## src/rtl/circular_buffer_controller.sv

```systemverilog
// Pointer/flag controller for a circular buffer over an external DEPTH-entry RAM.
// Write and read pointers are lap-tagged wrapping counters; all status is derived from them.
module circular_buffer_controller #(
  parameter int DEPTH                  = 4,
  parameter int ALMOST_FULL_THRESHOLD  = 3,
  parameter int ALMOST_EMPTY_THRESHOLD = 1,
  localparam int AW = $clog2(DEPTH),
  localparam int LW = $clog2(DEPTH + 1)
) (
  input  logic          clock,
  input  logic          resetn,
  input  logic          flush,
  input  logic          write_enable,
  output logic [AW-1:0] write_address,
  input  logic          read_enable,
  output logic [AW-1:0] read_address,
  output logic          empty,
  output logic          full,
  output logic [LW-1:0] level,
  output logic          almost_full,
  output logic          almost_empty,
  output logic          write_error,
  output logic          read_error
);

  // Pointer layout: {lap, index}; index runs 0..DEPTH-1 and the lap toggles on wrap.
  logic [AW:0] wr_ptr;
  logic [AW:0] rd_ptr;
  logic        write_accept;
  logic        read_accept;

  function automatic logic [AW:0] ptr_inc(input logic [AW:0] ptr);
    logic [AW-1:0] idx;
    idx = ptr[AW-1:0];
    if (idx == AW'(DEPTH - 1)) ptr_inc = {~ptr[AW], {AW{1'b0}}};
    else                       ptr_inc = {ptr[AW], idx + AW'(1)};
  endfunction

  assign write_address = wr_ptr[AW-1:0];
  assign read_address  = rd_ptr[AW-1:0];

  assign empty = (wr_ptr[AW-1:0] == rd_ptr[AW-1:0]) && (wr_ptr[AW] == rd_ptr[AW]);
  assign full  = (wr_ptr[AW-1:0] == rd_ptr[AW-1:0]) && (wr_ptr[AW] != rd_ptr[AW]);

  // Acceptance uses the registered flags only, so a read on a full buffer
  // cannot make room for a same-cycle write (and vice versa on empty).
  assign write_accept = write_enable && !full  && !flush;
  assign read_accept  = read_enable  && !empty && !flush;

  // NOTE: every path through an always_comb assigns its outputs, so no latch is inferred.
  always_comb begin
    if (wr_ptr[AW] == rd_ptr[AW])
      level = LW'(wr_ptr[AW-1:0]) - LW'(rd_ptr[AW-1:0]);
    else
      level = LW'(DEPTH) - LW'(rd_ptr[AW-1:0]) + LW'(wr_ptr[AW-1:0]);
  end

  assign almost_full  = (level >= LW'(ALMOST_FULL_THRESHOLD));
  assign almost_empty = (level <= LW'(ALMOST_EMPTY_THRESHOLD));

  // NOTE: sequential state uses non-blocking assignments so every register samples pre-edge values.
  always_ff @(posedge clock or negedge resetn) begin
    if (!resetn) begin
      wr_ptr      <= '0;
      rd_ptr      <= '0;
      write_error <= 1'b0;
      read_error  <= 1'b0;
    end else begin
      if (flush) begin
        wr_ptr <= '0;
        rd_ptr <= '0;
      end else begin
        if (write_accept) wr_ptr <= ptr_inc(wr_ptr);
        if (read_accept)  rd_ptr <= ptr_inc(rd_ptr);
      end
      // A rejection caused by flush is not an error.
      write_error <= write_enable && full  && !flush;
      read_error  <= read_enable  && empty && !flush;
    end
  end

endmodule

```

## config.mk

```make
export PLATFORM = sky130hd
export DESIGN_NAME = circular_buffer_controller
export DESIGN_NICKNAME = d
export VERILOG_FILES = /design/src/rtl/circular_buffer_controller.sv
export SDC_FILE = /design/constraint.sdc
export NUM_CORES = 1
export LEC_CHECK = 0
export CAP_MARGIN = 20
export CORE_ASPECT_RATIO = 0.9
export CORE_MARGIN = 5
export CORE_UTILIZATION = 40
export DETAILED_ROUTE_END_ITERATION = 7
export GPL_TIMING_DRIVEN = 0
export PLACE_DENSITY = 0.72
export SYNTH_ARGS = -nofsm -noshare
export SYNTH_HDL_FRONTEND = slang
export SYNTH_SLANG_ARGS = --single-unit
```

## constraint.sdc

```tcl
create_clock -name clock -period 1.6 [get_ports clock]
set_clock_uncertainty 0.1 [all_clocks]
set_input_delay 0.32 -clock clock [delete_from_list [all_inputs] [get_ports clock]]
set_output_delay 0.32 -clock clock [all_outputs]
set_load 0.01 [all_outputs]
```

---- Word-level counts from Yosys, hierarchy flattened ----
Index checks and enable logic that the tools add are counted.
W data, S select, Z words.
operators by class
  $add $sub $neg .......................... 5
  bitwise gates (word level) .............. 2
  eq/ne operators ......................... 5
  multiplexer cells ....................... 7
  reductions and logical operators ........ 19
  $lt $le $gt $ge ......................... 2
operator list
  cell                   number
  $mux W3                7
  $logic_and A1 B1 Y1    10
  $reduce_bool A2 Y1     4
  $add A2 B1 Y2 const B  2
  $eq A2 B2 Y1 const B   2
  $reduce_and A2 Y1      2
  $add A3 B2 Y3          1
  $ge A3 B2 Y1 const B   1
  $le A3 B1 Y1 const B   1
  $logic_not A1 Y1       3
  $sub A2 B2 Y3          1
  $sub A3 B2 Y3 const A  1
  $eq A2 B2 Y1           1
  $not A1 Y1             2
  $eq A1 B1 Y1           1
  $ne A1 B1 Y1           1
storage, ports and cells
  register bits ........................... 8
  input bits .............................. 5
  output and inout bits ................... 13

---- Longest topological paths before layout ----
  word-level depth ........................ 7
  mapped depth ............................ 6

---- Least setup slack after synthesis ----
Ideal clock, no wire load.
  path type ............................... register to output
  start ................................... register wr_ptr[0]
  end ..................................... output almost_full
  cell stages (with the launch flop) ...... 7
  path slack .............................. -326 ps
  data required time ...................... 1180 ps
  arrival time ............................ 1506 ps
  path through ............................ dfrtp_1 -> inv_1 -> ha_1 -> inv_1 -> fa_1 -> xnor2_1 -> a21o_1
on the way
  cells in the longest elaborated chain, start to end .. 3
  elaborated cells on any way between the ends .. 4
  those cells by class .................... add/sub (2); order compare (1); mux (1)
ends and longest elaborated chain
  element                                                line    source
  from (decl)                                            27      logic [AW:0] wr_ptr;
  from (signal assigned)                                 73      if (write_accept) wr_ptr <= ptr_inc(wr_ptr);
  $add A3 B2 Y3 / $sub A2 B2 Y3 (equally long branches)  55, 53
  $mux W3 (*)                                            52      if (wr_ptr[AW] == rd_ptr[AW])
  net level[2]                                           19      output logic [LW-1:0] level,
  $ge A3 B2 Y1 (*)                                       58      assign almost_full = (level >= LW'(ALMOST_FULL_THRESHOLD));
  to (decl)                                              20      output logic almost_full,
Mark *: on every way through the listed nets, which the timed path passes. The rest lies on a longest branch.

---- Worst setup path after layout ----
  start ................................... register wr_ptr[0]
  end ..................................... output almost_full
on the way
  cells in the longest elaborated chain, start to end .. 3
  elaborated cells on any way between the ends .. 4
  those cells by class .................... add/sub (2); order compare (1); mux (1)
ends and longest elaborated chain
  element                                                line
  $add A3 B2 Y3 / $sub A2 B2 Y3 (equally long branches)  55, 53
  $mux W3 (*)                                            52
  $ge A3 B2 Y1 (*)                                       58
Mark *: on every way between the ends. The rest lies on a longest branch, timed or not.

==> reports/results.ini <==
[die]
num_io_pins = 18
rows = 13
die-area_sq_mm = 0.00239
die_h_microns = 46.8
die_w_microns = 50.9
start_util = 0.421
coreArea_sq_mm = 0.00143

[run]
drv_cap = 0

[synth]
synth_edf_count = 0
ys_ff_latch = 8
yosysTopAreaCellShare = 0.332
avgSynthCellArea_sq_um = 9.00
synth_top_area_cell = dfrtp_1
postSynthCellCount = 67
synth_cell_types = 27
yosys_warnings = 0
synth_nets = 77
synth-seq-area-share = 0.332
synth_area_sq_um = 603
synthTopCellsByArea = dfrtp_1 (33%), ha_1 (8.3%), buf_4 (5.0%)
async_reset_ff_frac = 1.00
synthFlopType = dfrtp_1

[power_and_ir_drop]
clockPowerShare = 0.082
p_sw_mw = 0.870
vdd_ir_drop_max_v = 0.000941
seqPwrFrac = 0.143
p_leak_nw = 0.479
internal_power_mw = 1.29
power.density_mw_per_mm2 = 2150
swShare = 0.403
comb_power_share = 0.775

[finish]
final_common_cell = buf_6
layout_common_cells = buf_6 (11), buf_4 (10), clkdlybuf4s50_1 (6), dfrtp_1 (6), buf_2 (5)
layout-drive-gt1-share = 0.525
fillers = 119
final_cell_area_sq_mm = 0.00100
area_growth_pct = 66.4
nets = 112
insertedDiodeCount = 0

[clocking]
clock_path_buffers = 2
insertion_delay_ns = 0.27
cts_tree = built
root_buffer = clkbuf_4
htreeDepth = 1
postCtsHoldBufs = 0
path_clk_slew_ns = 0.06
clock-sinks = 8
numCtsBuffers = 3

[drt]
drtIter0Drc = 10
dr.pass1.iters = 4
post-route-drc-count = 0
wl_per_cell_microns = 15.2
antenna_left = 0
num_vias = 627
wl_microns = 1770
via_per_inst = 5.41

[place]
placement.io_buffers = 17
dpl_cell_area_sq_um = 833
hpwl_microns = 1100
gp_congestion = 0.783

[timing]
finalCritPeriodShare = 1.33
setup_slack_ns = -0.525
drv_slew = 0
max-slew-margin-rel = 0.677
whs_ns = 0.235
rsz0062_at_grt = yes
tightest_slew_ns = 0.480
max_freq_ghz = 0.471
setup_viol = 13
fin_crit_ns = 2.12
hold_violations = 0

[run_status]
violations = setup timing
status = finished, violations left

[setup_path]
reg2reg_depth = 7
r2r-start = wr_ptr[1]
crit_path_start_kind = flop
cp-end-kind = output port
crit_type = flop to output port
crit_required_ns = 1.18
cp_max_fo = 3
arrival_ns = 1.70
startpoint = wr_ptr[0]

[grt]
grt_pass1_vias = 642
grt_pass1_wl_microns = 2880
grt_max_degree = 11
grt_util_all_layers = 0.166
grt_overflow = 0
antenna_found_initial = 0

[worst_hold_path]
hp-class = input port to asynchronous set/reset pin

## through the flow
stage	power, mW	util	worst slack, ns	cells	setup TNS (ns)
3_3_place_gp	1.56	0.582	-0.665	99	-5.07
4_1_cts	1.98	0.671	-0.527	114	-3.25
2_1_floorplan	1.04	-	-0.172	67	-0.448
5_1_grt	2.33	0.701	-0.600	116	-4.17
3_5_place_dp	1.58	0.582	-0.686	99	-5.24
6_report	2.16	0.701	-0.525	116	-3.18
## area by class of cell
| class | instances | area [sq um] | share of cell area |
|---|---|---|---|
| inverter | 5 | 18.8 | 0.0187 |
| timing repair buffer | 30 | 260 | 0.259 |
| buffer | 7 | 58.8 | 0.0586 |
| sequential | 8 | 203 | 0.202 |
| tap | 15 | 18.8 | 0.0187 |
| clock buffer | 4 | 26.3 | 0.0262 |
| multi-input combinational | 47 | 418 | 0.416 |
## metal layers
layer / global-route usage / vias to the layer above / part of all wire
li1: - / 309 / -
met1: 0.200 / 301 / 0.45
met2: 0.265 / 15 / 0.48
met3: 0.0794 / 2 / 0.062
met4: 0.0561 / 0 / 0.0074
met5: 0 / - / 0
## final timing paths
path	to	slack, ns
setup / recovery	almost_full	-0.52
hold / removal	rd_ptr[1]	0.23
setup reg to reg	rd_ptr[0]	-0.20
hold reg to reg	wr_ptr[2]	0.57
max in group asynchronous	wr_ptr[1]	0.86
min in group clock	wr_ptr[2]	0.57
## kinds of logic after synthesis
family          after synthesis  synth area share
simple gates                 26             0.243
compound gates               13             0.154
buf+inv                      12            0.0996
flops                         8             0.332
fa+ha+maj                     5             0.116
xor+xnor                      3            0.0560
## registers in the layout (all words and copies together) (netlist names)
name and flops:
rd_ptr 3, read_error 1, wr_ptr 3, write_error 1
## power by group through the flow
stage	Clock [mW]	Sequential [mW]	Combinational (mW)
floorplan	0	0.322	0.715
global placement	0	0.330	1.23
detailed placement	0	0.333	1.25
CTS	0.181	0.308	1.49
global route	0.201	0.317	1.81
finish	0.178	0.309	1.67
## synth_stat cells, types with 3 or more instances
cell and number:
nor2_1 6, buf_4 4, a31oi_1 3, a21oi_1 3
dfrtp_1 8, ha_1 4, inv_1 5, nand3_1 5
nand2_1 4
## worst max-delay path, cell delays in order (launching register included)
cell and delay, ns:
dfrtp_1 0.40, inv_2 0.08, ha_4 0.12, inv_2 0.03
fa_2 0.35, xnor2_2 0.16, a21o_1 0.16, buf_2 0.13
## repair_timing
action | in CTS | in global routing
pin swaps | 10 | 2
setup buffers | 11 | 2
endpoints found under the setup margin | 16 | 19
resized for setup | 53 | 16
No activity file was read; power rests on OpenSTA's default activity.
